$ cat src/rtl/ysyx_bus_rr_arbiter.sv
// ysyx_bus_rr_arbiter: round-robin arbiter from NREQ simple requesters onto one 64-bit AXI4
// master port. One transaction in flight; sub-word requests are lane-aligned on the way out
// and the load data is shifted back down to the LSBs.
// Optional watchdog: define YSYX_BUS_TIMEOUT_EN to abort a stalled transaction with an error.
module ysyx_bus_rr_arbiter #(
  parameter int unsigned NREQ   = 3,
  parameter int unsigned ADDR_W = 32,
  parameter int unsigned DATA_W = 32,
  parameter int unsigned TMO_W  = 8
) (
  input  logic                     clk,
  input  logic                     rst,
  input  logic [NREQ-1:0]          req_valid,
  input  logic [NREQ-1:0]          req_write,
  input  logic [NREQ*ADDR_W-1:0]   req_addr,
  input  logic [NREQ*DATA_W-1:0]   req_wdata,
  input  logic [NREQ*4-1:0]        req_strb,
  output logic [NREQ-1:0]          req_ready,
  output logic [NREQ-1:0]          rsp_valid,
  output logic [DATA_W-1:0]        rsp_rdata,
  output logic                     rsp_err,
  output logic [ADDR_W-1:0]        io_master_araddr,
  output logic [2:0]               io_master_arsize,
  output logic                     io_master_arvalid,
  output logic [7:0]               io_master_arlen,
  output logic [1:0]               io_master_arburst,
  output logic [3:0]               io_master_arid,
  input  logic                     io_master_arready,
  input  logic [63:0]              io_master_rdata,
  input  logic [1:0]               io_master_rresp,
  input  logic                     io_master_rvalid,
  input  logic                     io_master_rlast,
  output logic                     io_master_rready,
  output logic [ADDR_W-1:0]        io_master_awaddr,
  output logic [2:0]               io_master_awsize,
  output logic                     io_master_awvalid,
  output logic [7:0]               io_master_awlen,
  output logic [1:0]               io_master_awburst,
  output logic [3:0]               io_master_awid,
  input  logic                     io_master_awready,
  output logic [63:0]              io_master_wdata,
  output logic [7:0]               io_master_wstrb,
  output logic                     io_master_wvalid,
  output logic                     io_master_wlast,
  input  logic                     io_master_wready,
  input  logic [1:0]               io_master_bresp,
  input  logic                     io_master_bvalid,
  output logic                     io_master_bready
);

  localparam int unsigned IdxW = (NREQ > 1) ? $clog2(NREQ) : 1;

  typedef enum logic [2:0] {StIdle, StAr, StR, StAwW, StB} state_e;

  state_e              state_q, state_d;
  logic [IdxW-1:0]     rr_q, rr_d, idx_q, idx_d, grant_idx, scan_idx;
  logic                grant_found;
  logic                write_q, write_d;
  logic [ADDR_W-1:0]   addr_q, addr_d;
  logic [DATA_W-1:0]   wdata_q, wdata_d;
  logic [3:0]          strb_q, strb_d;
  logic                aw_done_q, aw_done_d, w_done_q, w_done_d;
  logic [NREQ-1:0]     rsp_valid_q, rsp_valid_d;
  logic [DATA_W-1:0]   rsp_rdata_q, rsp_rdata_d;
  logic                rsp_err_q, rsp_err_d;
  logic [31:0]         rd_lane, wd_shift;
  logic [3:0]          strb_shift;
  logic [2:0]          size;
  logic                aw_hs, w_hs;

`ifdef YSYX_BUS_TIMEOUT_EN
  logic [TMO_W-1:0]    tmo_q, tmo_d;
`else
  logic                unused_tmo;
  assign unused_tmo = (TMO_W == 0);
`endif
  logic                unused_rlast;
  assign unused_rlast = io_master_rlast;

  // Lane steering: loads pick the addressed 32-bit half, stores shift into position
  assign rd_lane    = addr_q[2] ? io_master_rdata[63:32] : io_master_rdata[31:0];
  assign wd_shift   = wdata_q[31:0] << {addr_q[1:0], 3'b000};
  assign strb_shift = strb_q << addr_q[1:0];

  // AXI size from the byte mask; anything not 1/3 is treated as a full word
  always_comb begin
    size = 3'b010;
    unique case (strb_q)
      4'h1:    size = 3'b000;
      4'h3:    size = 3'b001;
      default: size = 3'b010;
    endcase
  end

  // Round-robin scan starting at rr_q, first pending requester wins
  always_comb begin
    grant_found = 1'b0;
    grant_idx   = '0;
    scan_idx    = '0;
    for (int unsigned k = 0; k < NREQ; k++) begin
      scan_idx = IdxW'((32'(rr_q) + k) % NREQ);
      if (!grant_found && req_valid[scan_idx]) begin
        grant_found = 1'b1;
        grant_idx   = scan_idx;
      end
    end
  end

  assign aw_hs = io_master_awvalid && io_master_awready;
  assign w_hs  = io_master_wvalid && io_master_wready;

  // Next-state, latched request and registered response
  always_comb begin
    state_d     = state_q;
    rr_d        = rr_q;
    idx_d       = idx_q;
    write_d     = write_q;
    addr_d      = addr_q;
    wdata_d     = wdata_q;
    strb_d      = strb_q;
    aw_done_d   = aw_done_q;
    w_done_d    = w_done_q;
    rsp_valid_d = '0;
    rsp_rdata_d = '0;
    rsp_err_d   = 1'b0;
    req_ready   = '0;
`ifdef YSYX_BUS_TIMEOUT_EN
    tmo_d       = '0;
`endif
    unique case (state_q)
      StIdle: begin
        if (grant_found && !rst) begin
          req_ready[grant_idx] = 1'b1;
          idx_d     = grant_idx;
          write_d   = req_write[grant_idx];
          addr_d    = req_addr[grant_idx*ADDR_W +: ADDR_W];
          wdata_d   = req_wdata[grant_idx*DATA_W +: DATA_W];
          strb_d    = req_strb[grant_idx*4 +: 4];
          rr_d      = IdxW'((32'(grant_idx) + 32'd1) % NREQ);
          aw_done_d = 1'b0;
          w_done_d  = 1'b0;
          state_d   = req_write[grant_idx] ? StAwW : StAr;
        end
      end
      StAr: begin
        if (io_master_arready) state_d = StR;
      end
      StR: begin
        if (io_master_rvalid) begin
          rsp_valid_d[idx_q] = 1'b1;
          rsp_rdata_d        = DATA_W'(rd_lane >> {addr_q[1:0], 3'b000});
          rsp_err_d          = (io_master_rresp != 2'b00);
          state_d            = StIdle;
        end
      end
      StAwW: begin
        aw_done_d = aw_done_q | aw_hs;
        w_done_d  = w_done_q | w_hs;
        if ((aw_done_q || aw_hs) && (w_done_q || w_hs)) state_d = StB;
      end
      StB: begin
        if (io_master_bvalid) begin
          rsp_valid_d[idx_q] = 1'b1;
          rsp_err_d          = (io_master_bresp != 2'b00);
          state_d            = StIdle;
        end
      end
      default: state_d = StIdle;
    endcase
`ifdef YSYX_BUS_TIMEOUT_EN
    // Watchdog expiry overrides whatever the channel did this cycle
    if (state_q != StIdle && tmo_q == '1) begin
      state_d            = StIdle;
      rsp_valid_d        = '0;
      rsp_valid_d[idx_q] = 1'b1;
      rsp_rdata_d        = '0;
      rsp_err_d          = 1'b1;
    end
    if (state_d == state_q && state_q != StIdle) tmo_d = tmo_q + 1'b1;
`endif
  end

  // State and latched-request registers
  always_ff @(posedge clk) begin
    if (rst) begin
      state_q     <= StIdle;
      rr_q        <= '0;
      idx_q       <= '0;
      write_q     <= 1'b0;
      addr_q      <= '0;
      wdata_q     <= '0;
      strb_q      <= '0;
      aw_done_q   <= 1'b0;
      w_done_q    <= 1'b0;
      rsp_valid_q <= '0;
      rsp_rdata_q <= '0;
      rsp_err_q   <= 1'b0;
    end else begin
      state_q     <= state_d;
      rr_q        <= rr_d;
      idx_q       <= idx_d;
      write_q     <= write_d;
      addr_q      <= addr_d;
      wdata_q     <= wdata_d;
      strb_q      <= strb_d;
      aw_done_q   <= aw_done_d;
      w_done_q    <= w_done_d;
      rsp_valid_q <= rsp_valid_d;
      rsp_rdata_q <= rsp_rdata_d;
      rsp_err_q   <= rsp_err_d;
    end
  end

`ifdef YSYX_BUS_TIMEOUT_EN
  // Watchdog counter, cleared on every state change
  always_ff @(posedge clk) begin
    if (rst) tmo_q <= '0;
    else     tmo_q <= tmo_d;
  end
`endif

  assign rsp_valid = rsp_valid_q;
  assign rsp_rdata = rsp_rdata_q;
  assign rsp_err   = rsp_err_q;

  assign io_master_araddr  = addr_q;
  assign io_master_arsize  = size;
  assign io_master_arvalid = (state_q == StAr);
  assign io_master_arlen   = 8'd0;
  assign io_master_arburst = 2'b01;
  assign io_master_arid    = 4'd0;
  assign io_master_rready  = (state_q == StR);

  assign io_master_awaddr  = addr_q;
  assign io_master_awsize  = size;
  assign io_master_awvalid = (state_q == StAwW) && !aw_done_q;
  assign io_master_awlen   = 8'd0;
  assign io_master_awburst = 2'b01;
  assign io_master_awid    = 4'd0;
  assign io_master_wdata   = {wd_shift, wd_shift};
  assign io_master_wstrb   = addr_q[2] ? {strb_shift, 4'h0} : {4'h0, strb_shift};
  assign io_master_wvalid  = (state_q == StAwW) && !w_done_q;
  assign io_master_wlast   = 1'b1;
  assign io_master_bready  = (state_q == StB);

endmodule
$ cat config.mk
export PLATFORM = sky130hd
export DESIGN_NAME = ysyx_bus_rr_arbiter
export DESIGN_NICKNAME = d
export VERILOG_FILES = /design/src/rtl/ysyx_bus_rr_arbiter.sv
export SDC_FILE = /design/constraint.sdc
export NUM_CORES = 1
export LEC_CHECK = 0
export ABC_AREA = 0
export CAP_MARGIN = 10
export CORE_AREA = 8 8 190 192
export DETAILED_ROUTE_END_ITERATION = 12
export DIE_AREA = 0 0 198 200
export GPL_ROUTABILITY_DRIVEN = 0
export PLACE_DENSITY = 0.6
export SLEW_MARGIN = 20
export SYNTH_ARGS = -nofsm -noshare
export SYNTH_HDL_FRONTEND = slang
export SYNTH_SLANG_ARGS = --single-unit
$ cat constraint.sdc
create_clock -name clk -period 6.3 [get_ports clk]
set_input_delay 1.26 -clock clk [delete_from_list [all_inputs] [get_ports clk]]
set_output_delay 1.26 -clock clk [all_outputs]
set_load 0.05 [all_outputs]
==> impl_results.md, run 1 <==
* WP data required at 5.04 ns
* Drt total wl at 37.9 mm
* Netlist cell types at 59
* Pwr dens at 521 nW/um^2
* RSZ-0062 raised after global routing: no
* First-pass GRT wire length at 54.2 mm
* Critical-path top delay cell: clkdlybuf4s50_1
* Share of the clock period used by the worst path at 89.6%
* Commonest non-fill, non-tap cell in the layout: clkdlybuf4s50_1
* Width of the die at 198 microns
* Die height at 200 microns
* Post-synth EDFFs at 0
* Worst r2r dst: io_master_araddr[6]
* Mapped cell area at 7680 sq um
* Worst R2R Path Depth at 9
* Crit path cell chain: clkdlybuf4s50_1 > mux2i_4 > mux2_2 > o211a_4 > nor2_8 > inv_4 > ha_1 > and2_1 > clkdlybuf4s50_1
* 1st-pass router iterations at 5
* Place WS at 0.641 ns
* Post-route setup slack at 0.654 ns
* Commonest cells after routing, fill and taps aside: 467 x clkdlybuf4s50_1, 110 x dfxtp_1, 64 x o21ai_0
* Largest net degree at the start of global routing at 79
* Final Util at 38.2%
* FF-to-FF setup slack at 2.82 ns
* Critical Path Sink Type: output pin
* Total track usage at 18.1%
* Area growth, synth to finish at 64.8%
* Minimum clock period at 5.65 ns
* Hold_buf cts at 0
* DP Wirelength at 29.6 mm
* Die Area at 39600 sq um
* I/O pins at 501
* CTS sink cnt at 113
* Synth warnings at 0
* DR vias at 8115
* Post-cts sizing count at 0
* Skew-Pair Late Insertion Delay at 0.42 ns
* Number of global-route vias before repair at 8483
* Clock Skew at 0.0102 ns
* H-Tree Depth at 4
* Cell repeated most along the worst path: clkdlybuf4s50_1
* Initial antenna violation count at 0
* Clock buffer depth at 2
* Status: complete, no violations
* GRT overflow at 0
* Max Cap Viol at 0
* CTS tree: done
* Cts bufs inserted at 17
* DR DRC count at 0
* Ant diodes at 0
* Lkg Pwr at 4.70 nW
* Row count at 67
* Clk slew on worst S/H paths at 0.06 ns
* CP Class: input pin to output pin
* Ratio of cells with drive above 1 in the final layout at 8.91%
* Number of fill cells at 3308
* Initial drt markers at 298
* Total of flip-flops plus latches after synthesis at 113
* Core box area at 33100 sq um
* Slew at the pin closest to its max-slew limit at 0.971 ns
* Mean Syn Cell Area at 8.62 sq um
* Setup-failing EPs final at 0
* IO Port Bufs at 468
* Final TNS setup at 0 ns
* Startpoint Class: input pin
* Min-delay worst type: flop to flop
* Routed vias/inst at 4.76
* Final net count at 1536
* End of the worst hold path: rsp_valid[0]
* Worst EP arrival at 4.39 ns
* Hold Path Stages at 1
* Main flop type after synthesis: dfxtp_1
* # Post-CTS Setup Buffers at 0
* Relative slew margins at 35.1%
* FMAX at 0.177 GHz
* DR WL/cell at 22.2 microns
* Worst Min Path Start: idx_q[0]
* Worst R2R Start: rr_q[1]
* Clock root cell: clkbuf_16
* Sequential element share of the synthesized area at 29.5%
* Final Max Tran Viols at 0
* Initial core utilization at 23.2%
* CP max stage delay at 0.70 ns
* Hold Vio Cnt, Final at 0
* Ys async rst share at 0%
* ANT nets after route at 0
* Critical path peak fanout at 36
* Max VDD drop at 0.317 mV
* Post-synthesis instance total at 890
-- worst max-delay path: cells and delay by family --
| kind | cells | cell delay [ns] |
|---|---|---|
| multiplexers | 2 | 0.48 |
| AND/OR/NAND/NOR | 2 | 0.64 |
| adder cells (fa/ha/maj) | 1 | 0.23 |
| buffers and inverters | 3 | 1.53 |
| AO/OA/AOI/OAI | 1 | 0.23 |
-- kinds of logic after synthesis --
family	Yosys count	synth area share [%]
AO/OA/AOI/OAI	271	25.8
buffers and inverters	188	14.6
adder cells (fa/ha/maj)	6	0.978
flip-flops	113	29.5
multiplexers	92	14.0
AND/OR/NAND/NOR	218	15.1
other	2	0.0978
-- metrics by stage --
step                power [mW]  hold slack (ns)  std cells  cell area [sq um]
floorplan                 4.36            0.434        919               7780
global placement          5.65            0.449       1673              12100
detailed placement        5.68            0.459       1673              12100
CTS                       6.67            0.469       1705              12600
global route              6.94            0.494       1705              12600
finish                    6.58            0.475       1705              12600
-- state kept, by name (all words and copies together), names as in the netlist, 2 cells and up --
name	flops
rr_q	2
state_q	3
strb_q	4
idx_q	2
rsp_valid	3
io_master_araddr	32
rsp_rdata	32
wdata_q	32
-- worst max path at each step --
stage,start,slack (ns),endpoint
2_1_floorplan,io_master_araddr[1],2.06,io_master_wdata[51]
3_3_place_gp,req_valid[1],0.67,req_ready[2]
3_5_place_dp,req_valid[1],0.64,req_ready[2]
4_1_cts,req_valid[1],0.62,req_ready[2]
5_1_grt,req_valid[1],0.49,req_ready[2]
6_report,req_valid[1],0.65,req_ready[2]
-- power breakdown --
| part | internal, mW | switching (mW) | total [mW] |
|---|---|---|---|
| registers | 0.922 | 0.275 | 1.20 |
| clock network | 0.559 | 0.396 | 0.955 |
| logic | 1.54 | 2.90 | 4.43 |
-- area by class of cell --
| class | count | area [sq um] | area share [%] |
|---|---|---|---|
| tap | 448 | 561 | 4.43 |
| clock buffer | 19 | 443 | 3.50 |
| timing repair buffer | 480 | 4780 | 37.8 |
| clock inverter | 13 | 129 | 1.02 |
| multi-input combinational | 618 | 4400 | 34.8 |
| inverter | 14 | 55.1 | 0.435 |
| sequential | 113 | 2270 | 18.0 |
-- synth_stat cells, types with 13 or more instances --
| master | count | area [sq um] |
|---|---|---|
| dfxtp_1 | 113 | 2260 |
| buf_4 | 100 | 751 |
| o21ai_0 | 64 | 320 |
| nor2_1 | 54 | 203 |
| clkbuf_1 | 50 | 188 |
| nand2_1 | 47 | 176 |
| mux2i_1 | 44 | 440 |
| and3_1 | 41 | 257 |
| mux2_2 | 39 | 439 |
| a21boi_0 | 35 | 263 |
| a311oi_1 | 32 | 280 |
| nor2b_1 | 29 | 181 |
| a221o_1 | 28 | 280 |
| a21oi_1 | 27 | 135 |
| a211oi_1 | 22 | 165 |
| o2bb2ai_1 | 15 | 131 |
| inv_1 | 13 | 48.8 |
-- metal layers --
layer | wire (microns) | vias up | global-route usage (%) | part of all wire [%]
met3 | 2790 | 40 | 4.73 | 7.4
met2 | 18300 | 373 | 30.9 | 48
met1 | 15900 | 3853 | 21.7 | 42
li1 | - | 3849 | - | -
met4 | 980 | 0 | 6.58 | 2.6
met5 | 0 | - | 0 | 0
Note: power is estimated with default switching activity, not from simulation.
==> run 2: changes to the inputs <==
--- a/config.mk
+++ b/config.mk
@@ -11,7 +11,7 @@
 export DETAILED_ROUTE_END_ITERATION = 12
 export DIE_AREA = 0 0 198 200
 export GPL_ROUTABILITY_DRIVEN = 0
-export PLACE_DENSITY = 0.6
+export PLACE_DENSITY = 0.57
 export SLEW_MARGIN = 20
 export SYNTH_ARGS = -nofsm -noshare
 export SYNTH_HDL_FRONTEND = slang
==> run 2 against run 1 <==
Against the previous run:
- power is 2.8% higher
- routed wire length rose by 1.2%
- design area up 0.89%
- first-iteration DRC count up 40%
- sequential power hardly changed
- sequential share of layout area shrank 0.16 points
- via count about the same
- register-to-register slack got worse by 0.05 ns
- utilization increased by 0.34 points
- critical endpoint unchanged
- highest routed layer unchanged
==> impl_results.md, run 2 (synthesized netlist as in run 1, its figures left out) <==
* FMAX at 0.177 GHz
* Status: complete, no violations
* Clock Skew at 0.00832 ns
* I/O pins at 501
* Clk slew on worst S/H paths at 0.06 ns
* Number of fill cells at 3303
* Commonest non-fill, non-tap cell in the layout: clkdlybuf4s50_1
* 1st-pass router iterations at 4
* H-Tree Depth at 4
* IO Port Bufs at 468
* GRT overflow at 0
* Routed vias/inst at 4.75
* Number of global-route vias before repair at 8479
* Overall Power at 6.77 mW
* Hold_buf cts at 0
* Max VDD drop at 0.369 mV
* # Post-CTS Setup Buffers at 0
* CP Class: input pin to output pin
* Multi-input combinational cell area at 4400 sq um
* Max Cap Viol at 0
* Share of the clock period used by the worst path at 89.9%
* Core box area at 33100 sq um
* Relative slew margins at 29.0%
* Clock buffer depth at 2
* Final Instance Count excl. Fillers at 1708
* Worst EP arrival at 4.40 ns
* Critical path peak fanout at 36
* Skew-Pair Late Insertion Delay at 0.42 ns
* First-pass GRT wire length at 54.0 mm
* Sequential cell fraction of total power at 17.5%
* Lkg Pwr at 4.77 nW
* Critical Path Sink Type: output pin
* Cts bufs inserted at 17
* Power Internal at 3.22 mW
* Ratio of cells with drive above 1 in the final layout at 9.06%
* Largest net degree at the start of global routing at 73
* DP Wirelength at 30.0 mm
* Final TNS setup at 0 ns
* Startpoint Class: input pin
* Total track usage at 18.1%
* Sw Ratio at 52.5%
* CTS tree: done
* Hold Vio Cnt, Final at 0
* Initial antenna violation count at 2
* Die Area at 39600 sq um
* Final Max Tran Viols at 0
* P_sw at 3.55 mW
* Die height at 200 microns
* Commonest cells after routing, fill and taps aside: 467 x clkdlybuf4s50_1, 110 x dfxtp_1, 64 x o21ai_0
* WP data required at 5.04 ns
* Min-delay worst type: flop to flop
* Row count at 67
* ANT nets after route at 0
* RSZ-0062 raised after global routing: no
* Drt total wl at 38.3 mm
* DR WL/cell at 22.4 microns
* Setup-failing EPs final at 0
* Post-cts sizing count at 0
* Initial drt markers at 416
* Pwr dens at 530 nW/um^2
* Clock power frac at 17.0%
* Sequential cell area at 2270 sq um
* Slew at the pin closest to its max-slew limit at 1.06 ns
* Width of the die at 198 microns
* Minimum clock period at 5.66 ns
* CTS sink cnt at 113
* Cell count after placement at 1674
* DR DRC count at 0
* Clock root cell: clkbuf_16
* Area growth, synth to finish at 66.2%
* Initial core utilization at 23.2%
* Comb pwr share at 65.5%
* Final net count at 1537
* DR vias at 8113
run 2: changes by cell type in the layout (fill, tap and decap cells not counted), sizes merged:
cell	before	now
diode	0	2
clkinvlp	5	3
inv	18	15
buf	13	14
bufinv	1	6
run 2: final timing paths:
kind	from	to	slack, ns	cells past startpoint
setup / recovery	req_valid[0]	req_ready[2]	0.64	9
hold reg to reg	idx_q[0]	rsp_valid[2]	0.46	1
hold / removal	idx_q[0]	rsp_valid[2]	0.46	1
setup reg to reg	rr_q[1]	io_master_araddr[6]	2.77	9
run 2: final cells by class:
type,instances,share of cell area [%]
Antenna cell,2,0.0392
Inverter,14,0.431
Timing Repair Buffer,481,37.5
Clock buffer,19,3.55
Sequential cell,113,17.8
Clock inverter,13,1.81
Multi-Input combinational cell,618,34.5
Tap cell,448,4.39
run 2: worst max-delay path, stage by stage:
cell and delay (ns):
clkdlybuf4s50_1 0.64, mux2i_4 0.14, mux2_2 0.34, o211a_4 0.23, nor2_8 0.53, inv_4 0.18
ha_1 0.23, and2_1 0.14, clkdlybuf4s50_1 0.70
run 2: layer usage:
layer	GRT usage [%]	vias up	routed length, microns
met1	21.8	3847	16000
met4	6.03	0	956
met3	4.79	39	2790
met5	0	-	0
li1	-	3850	-
met2	31.1	377	18600
run 2: power by group through the flow:
stage / combinational [mW] / sequential [mW] / clock [mW]
2_1_floorplan: 3.02 / 1.35 / 0
3_3_place_gp: 4.45 / 1.20 / 0
3_5_place_dp: 4.46 / 1.21 / 0
4_1_cts: 4.48 / 1.20 / 1.18
5_1_grt: 4.67 / 1.22 / 1.22
6_report: 4.43 / 1.19 / 1.15
run 2: stage by stage:
step / setup slack [ns] / util, % / instance area (sq um) / hold WS (ns)
2_1_floorplan: 2.06 / - / 7780 / 0.434
3_3_place_gp: 0.597 / 36.5 / 12100 / 0.451
3_5_place_dp: 0.628 / 36.5 / 12100 / 0.458
4_1_cts: 0.586 / 38.5 / 12800 / 0.468
5_1_grt: 0.500 / 38.5 / 12800 / 0.485
6_report: 0.636 / 38.5 / 12800 / 0.465
